<file path="src/rtl/mem_access_stage.sv">
// mem_access_stage: MEM pipeline stage between the EX/MEM and MEM/WB registers.
// Drives a req/gnt/rvalid data-memory bus, aligns store data to byte lanes,
// formats load data, and stalls upstream while a bus access is in flight.
// Optional build macro: MEM_MISALIGN_TRAP_EN (misaligned half/word accesses
// are trapped in one cycle without a bus request and flagged on misalign_o).
module mem_access_stage #(
  parameter int DATA_W     = 32,
  parameter int RF_ADDRESS = 5,
  parameter int PC_W       = 9,
  parameter int DM_ADDRESS = 9
) (
  input  logic                  clk,
  input  logic                  reset,
  input  logic                  in_valid,
  input  logic [DATA_W-1:0]     in_aluresult,
  input  logic [DATA_W-1:0]     in_memwritedata,
  input  logic [RF_ADDRESS-1:0] in_rd,
  input  logic [PC_W-1:0]       in_pcplus4,
  input  logic                  in_regwrite,
  input  logic                  in_memread,
  input  logic                  in_memwrite,
  input  logic [1:0]            in_memtoreg,
  input  logic [2:0]            in_readdatasel,
  input  logic [1:0]            in_writedatasel,
  output logic                  stall_o,
  output logic                  dmem_req,
  output logic                  dmem_we,
  output logic [DM_ADDRESS-1:0] dmem_addr,
  output logic [DATA_W-1:0]     dmem_wdata,
  output logic [3:0]            dmem_be,
  input  logic                  dmem_gnt,
  input  logic                  dmem_rvalid,
  input  logic [DATA_W-1:0]     dmem_rdata,
  output logic                  wb_valid,
  output logic                  wb_regwrite,
  output logic [1:0]            wb_memtoreg,
  output logic [RF_ADDRESS-1:0] wb_rd,
  output logic [DATA_W-1:0]     wb_aluresult,
  output logic [DATA_W-1:0]     wb_readdata,
  output logic [PC_W-1:0]       wb_pcplus4
`ifdef MEM_MISALIGN_TRAP_EN
  ,
  output logic                  misalign_o
`endif
);

  typedef enum logic [1:0] {IDLE, REQ, RESP} state_t;

  localparam logic [2:0] LW  = 3'b000;
  localparam logic [2:0] LB  = 3'b001;
  localparam logic [2:0] LH  = 3'b010;
  localparam logic [2:0] LBU = 3'b011;
  localparam logic [2:0] LHU = 3'b100;
  localparam logic [1:0] SB  = 2'b01;
  localparam logic [1:0] SH  = 2'b10;

  state_t state_q, state_d;

  logic              mem_op;
  logic              mis;
  logic [1:0]        off;
  logic [3:0]        st_be;
  logic [DATA_W-1:0] st_wdata;
  logic              cap;
  logic [DATA_W-1:0] rdata_fmt;
  logic [DATA_W-1:0] rdata_nxt;

  // Latched request, held stable on the bus until granted
  logic [DM_ADDRESS-1:0] addr_q;
  logic [DATA_W-1:0]     wdata_q;
  logic [3:0]            be_q;
  logic                  we_q;
  logic [1:0]            off_q;
  logic [2:0]            rsel_q;

  // memread+memwrite together is a store, so memwrite alone picks direction
  assign mem_op = in_valid & (in_memread | in_memwrite);
  assign off    = in_aluresult[1:0];

  // Store lane alignment: replicate narrow data on every lane, select via be
  always_comb begin
    st_be    = 4'b1111;
    st_wdata = in_memwritedata;
    case (in_writedatasel)
      SB: begin
        st_be    = 4'b0001 << off;
        st_wdata = {(DATA_W/8){in_memwritedata[7:0]}};
      end
      SH: begin
        st_be    = off[1] ? 4'b1100 : 4'b0011;
        st_wdata = {(DATA_W/16){in_memwritedata[15:0]}};
      end
      default: ;
    endcase
  end

`ifdef MEM_MISALIGN_TRAP_EN
  logic acc_half, acc_word;
  // Classify access width; undefined load/store codes count as word
  always_comb begin
    acc_half = 1'b0;
    acc_word = 1'b0;
    if (in_memwrite) begin
      acc_half = (in_writedatasel == SH);
      acc_word = (in_writedatasel != SH) && (in_writedatasel != SB);
    end else begin
      acc_half = (in_readdatasel == LH) || (in_readdatasel == LHU);
      acc_word = !acc_half && (in_readdatasel != LB) && (in_readdatasel != LBU);
    end
  end
  assign mis = mem_op & ((acc_half & off[0]) | (acc_word & (off != 2'b00)));
`else
  assign mis = 1'b0;
`endif

  // Load formatting from the latched lane offset and load type
  always_comb begin
    logic [7:0]  b;
    logic [15:0] h;
    b         = dmem_rdata[8*off_q +: 8];
    h         = off_q[1] ? dmem_rdata[31:16] : dmem_rdata[15:0];
    rdata_fmt = dmem_rdata;
    case (rsel_q)
      LB:      rdata_fmt = {{(DATA_W-8){b[7]}}, b};
      LBU:     rdata_fmt = {{(DATA_W-8){1'b0}}, b};
      LH:      rdata_fmt = {{(DATA_W-16){h[15]}}, h};
      LHU:     rdata_fmt = {{(DATA_W-16){1'b0}}, h};
      default: rdata_fmt = dmem_rdata;
    endcase
  end

  // State register
  always_ff @(posedge clk or negedge reset) begin
    if (!reset) state_q <= IDLE;
    else        state_q <= state_d;
  end

  // Next state, stall and MEM/WB capture strobe
  always_comb begin
    state_d   = state_q;
    stall_o   = 1'b0;
    cap       = 1'b0;
    rdata_nxt = '0;
    case (state_q)
      IDLE: begin
        if (mem_op && !mis) begin
          stall_o = 1'b1;
          state_d = REQ;
        end else begin
          cap = 1'b1;
        end
      end
      REQ: begin
        if (dmem_gnt && we_q) begin
          cap     = 1'b1;
          state_d = IDLE;
        end else if (dmem_gnt) begin
          stall_o = 1'b1;
          state_d = RESP;
        end else begin
          stall_o = 1'b1;
        end
      end
      RESP: begin
        if (dmem_rvalid) begin
          cap       = 1'b1;
          rdata_nxt = rdata_fmt;
          state_d   = IDLE;
        end else begin
          stall_o = 1'b1;
        end
      end
      default: state_d = IDLE;
    endcase
  end

  assign dmem_req   = (state_q == REQ);
  assign dmem_we    = we_q;
  assign dmem_addr  = addr_q;
  assign dmem_wdata = wdata_q;
  assign dmem_be    = be_q;

  // Latch the bus request when an access launches from IDLE
  always_ff @(posedge clk or negedge reset) begin
    if (!reset) begin
      addr_q  <= '0;
      wdata_q <= '0;
      be_q    <= '0;
      we_q    <= 1'b0;
      off_q   <= '0;
      rsel_q  <= '0;
    end else if (state_q == IDLE && mem_op) begin
      addr_q  <= in_aluresult[DM_ADDRESS+1:2];
      wdata_q <= st_wdata;
      be_q    <= st_be;
      we_q    <= in_memwrite;
      off_q   <= off;
      rsel_q  <= in_readdatasel;
    end
  end

  // MEM/WB register; stalled cycles emit a bubble so WB never repeats a write
  always_ff @(posedge clk or negedge reset) begin
    if (!reset) begin
      wb_valid     <= 1'b0;
      wb_regwrite  <= 1'b0;
      wb_memtoreg  <= '0;
      wb_rd        <= '0;
      wb_aluresult <= '0;
      wb_readdata  <= '0;
      wb_pcplus4   <= '0;
    end else if (cap) begin
      wb_valid     <= in_valid;
      wb_regwrite  <= in_valid & in_regwrite & ~mis;
      wb_memtoreg  <= in_memtoreg;
      wb_rd        <= in_rd;
      wb_aluresult <= in_aluresult;
      wb_readdata  <= rdata_nxt;
      wb_pcplus4   <= in_pcplus4;
    end else begin
      wb_valid    <= 1'b0;
      wb_regwrite <= 1'b0;
    end
  end

`ifdef MEM_MISALIGN_TRAP_EN
  // One-cycle trap flag, aligned with the MEM/WB capture
  always_ff @(posedge clk or negedge reset) begin
    if (!reset) misalign_o <= 1'b0;
    else        misalign_o <= cap & mis;
  end
`endif

endmodule

</file>
<file path="config.mk">
export PLATFORM = sky130hd
export DESIGN_NAME = mem_access_stage
export DESIGN_NICKNAME = d
export VERILOG_FILES = /design/src/rtl/mem_access_stage.sv
export SDC_FILE = /design/constraint.sdc
export NUM_CORES = 1
export LEC_CHECK = 0
export ABC_CLOCK_PERIOD_IN_PS = 1970
export BUFFER_PORTS_ARGS = -buffer_cell sky130_fd_sc_hd__buf_2
export CORE_ASPECT_RATIO = 1.5
export CORE_UTILIZATION = 25
export CTS_CLUSTER_SIZE = 25
export DETAILED_ROUTE_END_ITERATION = 12
export PLACE_DENSITY = 0.45
export REMOVE_ABC_BUFFERS = 1
export SYNTH_ARGS = -nofsm -noshare
export SYNTH_HDL_FRONTEND = slang
export SYNTH_SLANG_ARGS = --single-unit
</file>
<file path="constraint.sdc">
create_clock -name clk -period 1.97 [get_ports clk]
set_input_delay 0.2955 -clock clk [delete_from_list [all_inputs] [get_ports clk]]
set_output_delay 0.2955 -clock clk [all_outputs]
set_load 0.01 [all_outputs]
</file>
==> metrics, run 1 <==
status=complete, no violations; number of placed I/O pins=255; Clock Path Buffers=2; clock group share of total power=0.223; FF+latch count, synth=135; maxcap violations=0; fmax=539 MHz; Area growth syn-to-layout=38.9%; Flop pwr share=0.333; post-route ant nets=0; Post-DP HPWL=15.4 mm; Mapped Area=6340 um^2; pre-CTS WS=0.0162 ns; Slowest-stage cell, CP=dfrtp_2; Final nets=994; Post-synth EDFFs=0; hold path depth=3; Synth cell types=46; sw power=0.00566 W; Starting Density=0.254; pin count of the biggest net entering global routing=52; FF-to-FF path depth=5; Max Slew Vio Count=0; Initial DRC Count=284; PD cells=1660 nW/um^2; top cell family by delay on the critical path=flip-flops; CP cell instances=o311a_4 > nor2_1 > buf_2; final core utilization=0.353; Setup Skew=0.00889 ns; CTS tree=built; Hold Fails Final Rpt=0; overall die width=132 um; post-layout min period=1.85 ns; Ys Warns=0; H-tree Lvls=4; Logic pwr share=0.444; setup ws final=0.115 ns; Clock Latency Late Sink=0.43 ns; total clock sinks=135; CP peak stage delay=0.45 ns; Post-Place Cells=1174; wire length per cell=17.4 um; share of cells above drive strength 1=0.434; Pleak=4.38 nW; Syn Area/Cell=10.5 um^2; Post-Syn Instances=603; # setup viols final=0; total gr overflow=0; Worst-Margin Slew=0.773 ns; die area=26000 um^2; RSZ-0062 raised after global routing=false; # fillers=2581; clock-pin slew on the worst setup and hold paths=0.07 ns; Bufs and invs on worst path=1; most common cell after layout, fill and taps aside=buf_2; DR DRC count=0; ys flop type=dfrtp_1; peak supply drop=0.649 mV; final WL=21.1 mm; Final period util=0.941; first-pass GRT wire length=32.7 mm; Worst Path Arrival=1.56 ns; Tot Pwr=0.0146 W; Worst slew margin=0.483; worst path required time=1.67 ns; row count=71; ys async rst share=1.00; GRT Util Overall=0.165; Critical Path Start Type=flip-flop; vias in the first global route=5727; most frequent cells in the layout=253 x buf_2, 134 x dfrtp_1, 97 x nand2_1; Max FO, Critical Path=7; Vias=5600; kind of critical path=flip-flop to primary output; CP Capture Type=primary output; Final Instance Count excl. Fillers=1209; die height=197 um; initial antenna violation count=1; Internal Power=0.00898 W; routed vias/inst=4.63; Seq/Total Area, Yosys=0.533; IO buf count=254; hold_ws=0.0638 ns; RePlAce Congestion=0.826; core area=25000 um^2; WP depth=3; worst hold-check path type=input port to flip-flop; total CTS buffers=17; sw frac=0.387; root buf cell=clkbuf_16; Initial DRT Pass Iterations=4
worst paths after layout:
check                           slack, ns                     endpoint                    from
min in group asynchronous            0.37  wb_readdata[10]$_DFFE_PN0P_                   reset
worst max register to register       0.14    wb_pcplus4[2]$_DFFE_PN0P_  state_q[1]$_DFFE_PN0P_
worst max-delay path                 0.12                      stall_o  state_q[1]$_DFFE_PN0P_
worst min-delay path                 0.06        rsel_q[1]$_DFFE_PN0P_       in_readdatasel[1]
worst min register to register       0.46       dmem_be[1]$_DFFE_PN0P_  dmem_be[1]$_DFFE_PN0P_
max in group asynchronous            0.95  wb_aluresult[8]$_DFFE_PN0P_                   reset
layout make-up:
| type | instances | area (um^2) | area share |
|---|---|---|---|
| Sequential cell | 135 | 3380 | 0.384 |
| Clock buffer | 20 | 447 | 0.0508 |
| Inverter | 11 | 41.3 | 0.00469 |
| Tap cell | 328 | 410 | 0.0466 |
| Clock inverter | 12 | 144 | 0.0163 |
| Antenna cell | 1 | 2.50 | 0.000284 |
| Timing Repair Buffer | 287 | 1630 | 0.185 |
| Multi-Input combinational cell | 415 | 2750 | 0.312 |
registers in the layout, summed over array words and instances, names as in the netlist:
| signal | flops |
|---|---|
| dmem_addr | 9 |
| dmem_be | 4 |
| dmem_wdata | 32 |
| dmem_we | 1 |
| off_q | 2 |
| rsel_q | 3 |
| state_q | 2 |
| wb_aluresult | 32 |
| wb_memtoreg | 2 |
| wb_pcplus4 | 9 |
| wb_rd | 5 |
| wb_readdata | 32 |
| wb_regwrite | 1 |
| wb_valid | 1 |
power groups by stage:
stage	Combinational, W	Clock (W)	Sequential [W]
finish	0.00650	0.00326	0.00488
global route	0.00708	0.00347	0.00506
CTS	0.00658	0.00337	0.00489
detailed placement	0.00659	0	0.00489
global placement	0.00655	0	0.00490
floorplan	0.00303	0	0.00546
metal layers:
| metal | vias to the layer above | GRT usage | wire length, um |
|---|---|---|---|
| met5 | - | 0 | 0 |
| met4 | 0 | 0.0624 | 375 |
| met3 | 21 | 0.0401 | 1030 |
| met2 | 180 | 0.294 | 11100 |
| met1 | 2753 | 0.189 | 8510 |
| li1 | 2646 | - | - |
synth_stat cells (8+ instances only):
cell type,number,area (um^2)
nor2_1,83,312
mux2_4,29,435
nand2b_1,10,62.6
buf_2,10,50.1
dfrtp_1,135,3380
inv_1,10,37.5
mux2_2,28,315
a221oi_1,15,131
a22o_1,8,70.1
clkbuf_1,26,97.6
a21oi_1,28,140
nand2_1,97,364
o21ai_0,26,130
o2bb2ai_1,23,201
a22oi_1,8,60.1
cell families after synthesis:
group,share of synthesized area
AO/OA/AOI/OAI,0.156
buffers and inverters,0.0375
XOR/XNOR,0.00138
adder cells (fa/ha/maj),0.00395
flip-flops,0.533
AND/OR/NAND/NOR,0.146
multiplexers,0.122
worst register-to-register path: cells and delay by family, from the launching register on:
family / cells / cell delay, ns
simple gates: 1 / 0.18
mux: 1 / 0.42
flops: 1 / 0.45
buf+inv: 2 / 0.44
compound gates: 1 / 0.22
what timing repair did:
| item | in CTS | in global routing |
|---|---|---|
| hold buffers | 1 | 0 |
| resized for setup | 0 | 2 |
| endpoints found under the hold margin | 41 | 0 |
| endpoints found under the setup margin | 0 | 1 |
| setup buffers | 0 | 1 |
stage by stage:
stage | setup TNS, ns | cell area (um^2)
2_1_floorplan | -151.34 | 6140
3_3_place_gp | 0 | 8180
3_5_place_dp | 0 | 8180
4_1_cts | 0 | 8780
5_1_grt | 0 | 8800
6_report | 0 | 8800
Power figures use the tool's default switching activity.
==> run 2, diff against run 1 <==
BUFFER_PORTS_ARGS = -buffer_cell sky130_fd_sc_hd__buf_4   (was -buffer_cell sky130_fd_sc_hd__buf_2)
==> run 2 against run 1 <==
Clock skew increased by 0.0024 ns. Sequential power about the same. Count of clock-buffer cells in the layout shrank 2. Combinational power rose by 12%. Critical path type is now flip-flop to flip-flop. Largest cell class unchanged.
==> metrics, run 2 (same netlist as run 1, synthesis figures left out) <==
Post-Place Cells=1170; die area=26000 um^2; clock-pin slew on the worst setup and hold paths=0.06 ns; core area=25000 um^2; Max Slew Vio Count=0; Clock Latency Late Sink=0.43 ns; Pleak=4.57 nW; RSZ-0062 raised after global routing=false; Vias=5581; Clock Path Buffers=2; H-tree Lvls=4; CP Capture Type=flip-flop; most frequent cells in the layout=273 x buf_4, 134 x dfrtp_1, 97 x nand2_1; Max FO, Critical Path=44; Post-DP HPWL=15.9 mm; met3 wire len=1.10 mm; initial antenna violation count=0; Hold Fails Final Rpt=0; vias in the first global route=5660; Area after DPL=8790 um^2; worst hold-check path type=input port to flip-flop; total gr overflow=0; IO buf count=254; overall die width=132 um; first-pass GRT wire length=33.3 mm; share of cells above drive strength 1=0.434; antenna cells=0; Critical Path Start Type=flip-flop; Area growth syn-to-layout=48.9%; GRT Util Overall=0.169; peak supply drop=0.705 mV; fmax=525 MHz; total clock sinks=135; most common cell after layout, fill and taps aside=buf_4; # fillers=2503; # setup viols final=0; kind of critical path=flip-flop to flip-flop; met2 routed WL=11.8 mm; R2R Setup Slk=0.06 ns; DR DRC count=0; die height=197 um; Final period util=0.967; post-layout min period=1.91 ns; Met1 Routed Length=8.52 mm; final WL=21.7 mm; status=complete, no violations; Tot Pwr=0.0155 W; row count=71; Starting Density=0.254; Initial DRT Pass Iterations=4; Worst Path Arrival=2.21 ns; Final Instance Count excl. Fillers=1204; number of placed I/O pins=255; maxcap violations=0; root buf cell=clkbuf_16; Final nets=991; CTS tree=built; fin area=9440 um^2; worst path required time=2.27 ns; Worst slew margin=0.509; routed vias/inst=4.64; RePlAce Congestion=0.801; Setup Skew=0.0113 ns; Initial DRC Count=213; wire length per cell=18.1 um; post-route ant nets=0; total CTS buffers=17; PD cells=1650 nW/um^2; Worst-Margin Slew=0.734 ns; pin count of the biggest net entering global routing=48; Max Used Layer=met4
run 2: cell count changes in the layout (fill, tap and decap cells not counted), sizes merged:
cell      delta
buf          -3
bufinv       +1
clkbuf       -2
clkinvlp     +1
diode        -1
inv          -1
run 2: worst paths after layout:
kind	end	depth (start not counted)	from
min reg2reg	dmem_be[1]$_DFFE_PN0P_	2	dmem_be[1]$_DFFE_PN0P_
max reg2reg	dmem_wdata[16]$_DFFE_PN0P_	5	state_q[1]$_DFFE_PN0P_
min	dmem_addr[3]$_DFFE_PN0P_	3	in_aluresult[5]
min in group asynchronous	wb_readdata[10]$_DFFE_PN0P_	2	reset
max	dmem_wdata[16]$_DFFE_PN0P_	5	state_q[1]$_DFFE_PN0P_
max in group asynchronous	state_q[1]$_DFFE_PN0P_	3	reset
run 2: final cells by class:
type | count | area [um^2] | share of cell area
Inverter | 11 | 41.3 | 0.00437
Tap cell | 328 | 410 | 0.0435
Timing Repair Buffer | 284 | 2250 | 0.238
Sequential cell | 135 | 3380 | 0.358
Clock buffer | 18 | 439 | 0.0465
Multi-Input combinational cell | 415 | 2740 | 0.291
Clock inverter | 13 | 173 | 0.0183
run 2: layer usage:
metal  global-route usage  vias up
met1                0.189     2759
met2                0.311      157
met3               0.0422       19
met5                    0        -
li1                     -     2646
met4               0.0568        0
run 2: worst max-delay path, cell delays in order, from the launching register on:
cell      delay, ns
dfrtp_2        0.40
buf_4          0.15
or4_2          0.68
buf_12         0.22
a221oi_1       0.25
nor2_1         0.08
run 2: metrics by stage:
stage	util	TNS (ns)	hold slack (ns)	setup slack, ns
after floorplan	-	-151.34	-0.0000911	-2.64
after global placement	0.352	0	0.272	0.212
after detailed placement	0.352	0	0.274	0.146
after CTS	0.378	0	0.0389	0.0507
after global routing	0.378	0	0.0415	0.00701
final	0.378	0	0.0653	0.0650
run 2: report_power, final:
group	switching [W]	internal (W)
Clock	0.00133	0.00203
Combinational	0.00352	0.00375
Sequential	0.000881	0.00402
Total	0.00573	0.00980
run 2: timing repair:
item / in CTS / in global routing
endpoints found under the setup margin: 1 / 1
hold buffers: 1 / 0
gates resized for setup: 1 / 1
gates cloned: 0 / 0
endpoints found under the hold margin: 44 / 0
setup buffers: 2 / 0
==> run 3, diff against run 2 <==
CORE_UTILIZATION = 49   (was 25)
PLACE_DENSITY = 0.79   (was 0.45)
==> run 3 against run 2 <==
Design area down 2.6%. Wire length shrank 12%. Count of clock-buffer cells in the layout is 1 lower. Largest power group unchanged.
==> metrics, run 3 (same netlist as run 1, synthesis figures left out) <==
Worst slew margin=0.572; CTS tree=built; Vias=5857; wire length per cell=18.4 um; die area=13400 um^2; hold_ws=0.0851 ns; # fillers=879; Initial DRT Pass Iterations=5; Reg-to-Reg End=dmem_wdata[18]$_DFFE_PN0P_; share of cells above drive strength 1=0.437; DR DRC count=0; Initial DRC Count=279; sw power=0.00558 W; Area growth syn-to-layout=45.1%; # setup viols final=0; WHS Endpoint=rsel_q[1]$_DFFE_PN0P_; Logic pwr share=0.474; Worst Path Arrival=1.63 ns; Bufs and invs on worst path=2; Pleak=4.58 nW; peak supply drop=0.928 mV; most frequent cells in the layout=282 x buf_4, 134 x dfrtp_1, 97 x nand2_1; most common cell after layout, fill and taps aside=buf_4; Internal Power=0.00963 W; Critical Path Start Type=flip-flop; Setup Skew=0.00880 ns; antenna cells=0; die height=141 um; worst path required time=1.67 ns; CP cell instances=o311a_1 > buf_4 > nor2_2 > buf_4; Final period util=0.978; vias in the first global route=6125; Slowest-stage cell, CP=dfrtp_2; Clock Path Buffers=2; final WL=19.1 mm; PD cells=1650 nW/um^2; overall die width=94.9 um; number of placed I/O pins=255; pin count of the biggest net entering global routing=61; Max FO, Critical Path=4; core area=12600 um^2; first-pass GRT wire length=29.8 mm; RePlAce Congestion=0.875; Max Slew Vio Count=0; Hold Fails Final Rpt=0; H-tree Lvls=4; status=complete, no violations; critical path's most frequent cell=buf_4; initial antenna violation count=0; clock group share of total power=0.199; Clock Latency Late Sink=0.41 ns; total CTS buffers=17; worst hold-check path type=input port to flip-flop; worst reg2reg path startpoint=state_q[1]$_DFFE_PN0P_; Starting Density=0.504; FF-to-FF path depth=5; sw frac=0.367; kind of critical path=flip-flop to primary output; min-delay src=in_readdatasel[1]; GRT Util Overall=0.291; CP peak stage delay=0.42 ns; total gr overflow=0; IO buf count=254; row count=50; routed vias/inst=5.64; root buf cell=clkbuf_16; hold path depth=3; post-route ant nets=0; R2R Setup Slk=0.12 ns; final core utilization=0.731; top cell family by delay on the critical path=flip-flops; clock-pin slew on the worst setup and hold paths=0.06 ns; fmax=519 MHz; post-layout min period=1.93 ns; Worst-Margin Slew=0.639 ns; Post-DP HPWL=14.1 mm; Flop pwr share=0.327; Final nets=998; total clock sinks=135; CP Capture Type=primary output; maxcap violations=0
## run 3: cell count changes in the layout (fill, tap and decap cells not counted), sizes merged
cell,delta
buf,+7
bufinv,-1
clkbuf,-1
clkinv,+3
clkinvlp,-1
inv,-1
## run 3: timing repair
action	CTS	global route
hold buffers	1	0
hold endpoints to repair	55	0
endpoints found under the setup margin	1	1
setup buffers	0	2
gates resized for setup	2	0
## run 3: final cells by class
cell class / count / area, um^2 / share of cell area
well taps: 156 / 195 / 0.0212
clock inverters: 13 / 134 / 0.0146
repair buffers: 291 / 2280 / 0.248
clock buffers: 17 / 425 / 0.0463
flip-flops and latches: 135 / 3380 / 0.368
multi-input cells: 415 / 2740 / 0.298
inverters: 11 / 41.3 / 0.00449
## run 3: worst max-delay path by stage
stage,from,to,slack (ns),cells past startpoint
finish,state_q[1]$_DFFE_PN0P_,stall_o,0.04,4
global route,state_q[1]$_DFFE_PN0P_,stall_o,-0.006,4
CTS,state_q[1]$_DFFE_PN0P_,stall_o,0.006,4
detailed placement,in_memwrite,wb_pcplus4[0]$_DFFE_PN0P_,0.14,6
global placement,in_memwrite,wb_pcplus4[0]$_DFFE_PN0P_,0.22,6
floorplan,state_q[0]$_DFFE_PN0P_,dmem_be[0]$_DFFE_PN0P_,-2.64,2
## run 3: per-stage QoR
stage | area (um^2) | power (W) | cells | setup TNS, ns | setup WS (ns)
6_report | 9190 | 0.0152 | 1038 | 0 | 0.0432
2_1_floorplan | 6140 | 0.00850 | 561 | -151.34 | -2.64
3_5_place_dp | 8600 | 0.0121 | 1005 | 0 | 0.144
3_3_place_gp | 8600 | 0.0118 | 1005 | 0 | 0.219
5_1_grt | 9190 | 0.0160 | 1038 | -0.00625 | -0.00625
4_1_cts | 9180 | 0.0152 | 1036 | 0 | 0.00621
## run 3: power groups by stage
stage	clock network, W	logic, W	registers [W]
floorplan	0	0.00303	0.00546
global placement	0	0.00692	0.00492
detailed placement	0	0.00717	0.00496
CTS	0.00309	0.00719	0.00497
global route	0.00321	0.00771	0.00512
finish	0.00303	0.00721	0.00497
## run 3: metal layers
metal,routed length (um),track usage,vias up
met5,0,0,-
met4,767,0.172,0
met3,1240,0.0648,48
met2,10100,0.496,253
met1,6980,0.328,2896
li1,-,-,2660
## run 3: tightest hold or removal path, cell delays in order
cell and delay [ns]:
buf_4 0.08, nand2_1 0.04, nand2_1 0.05
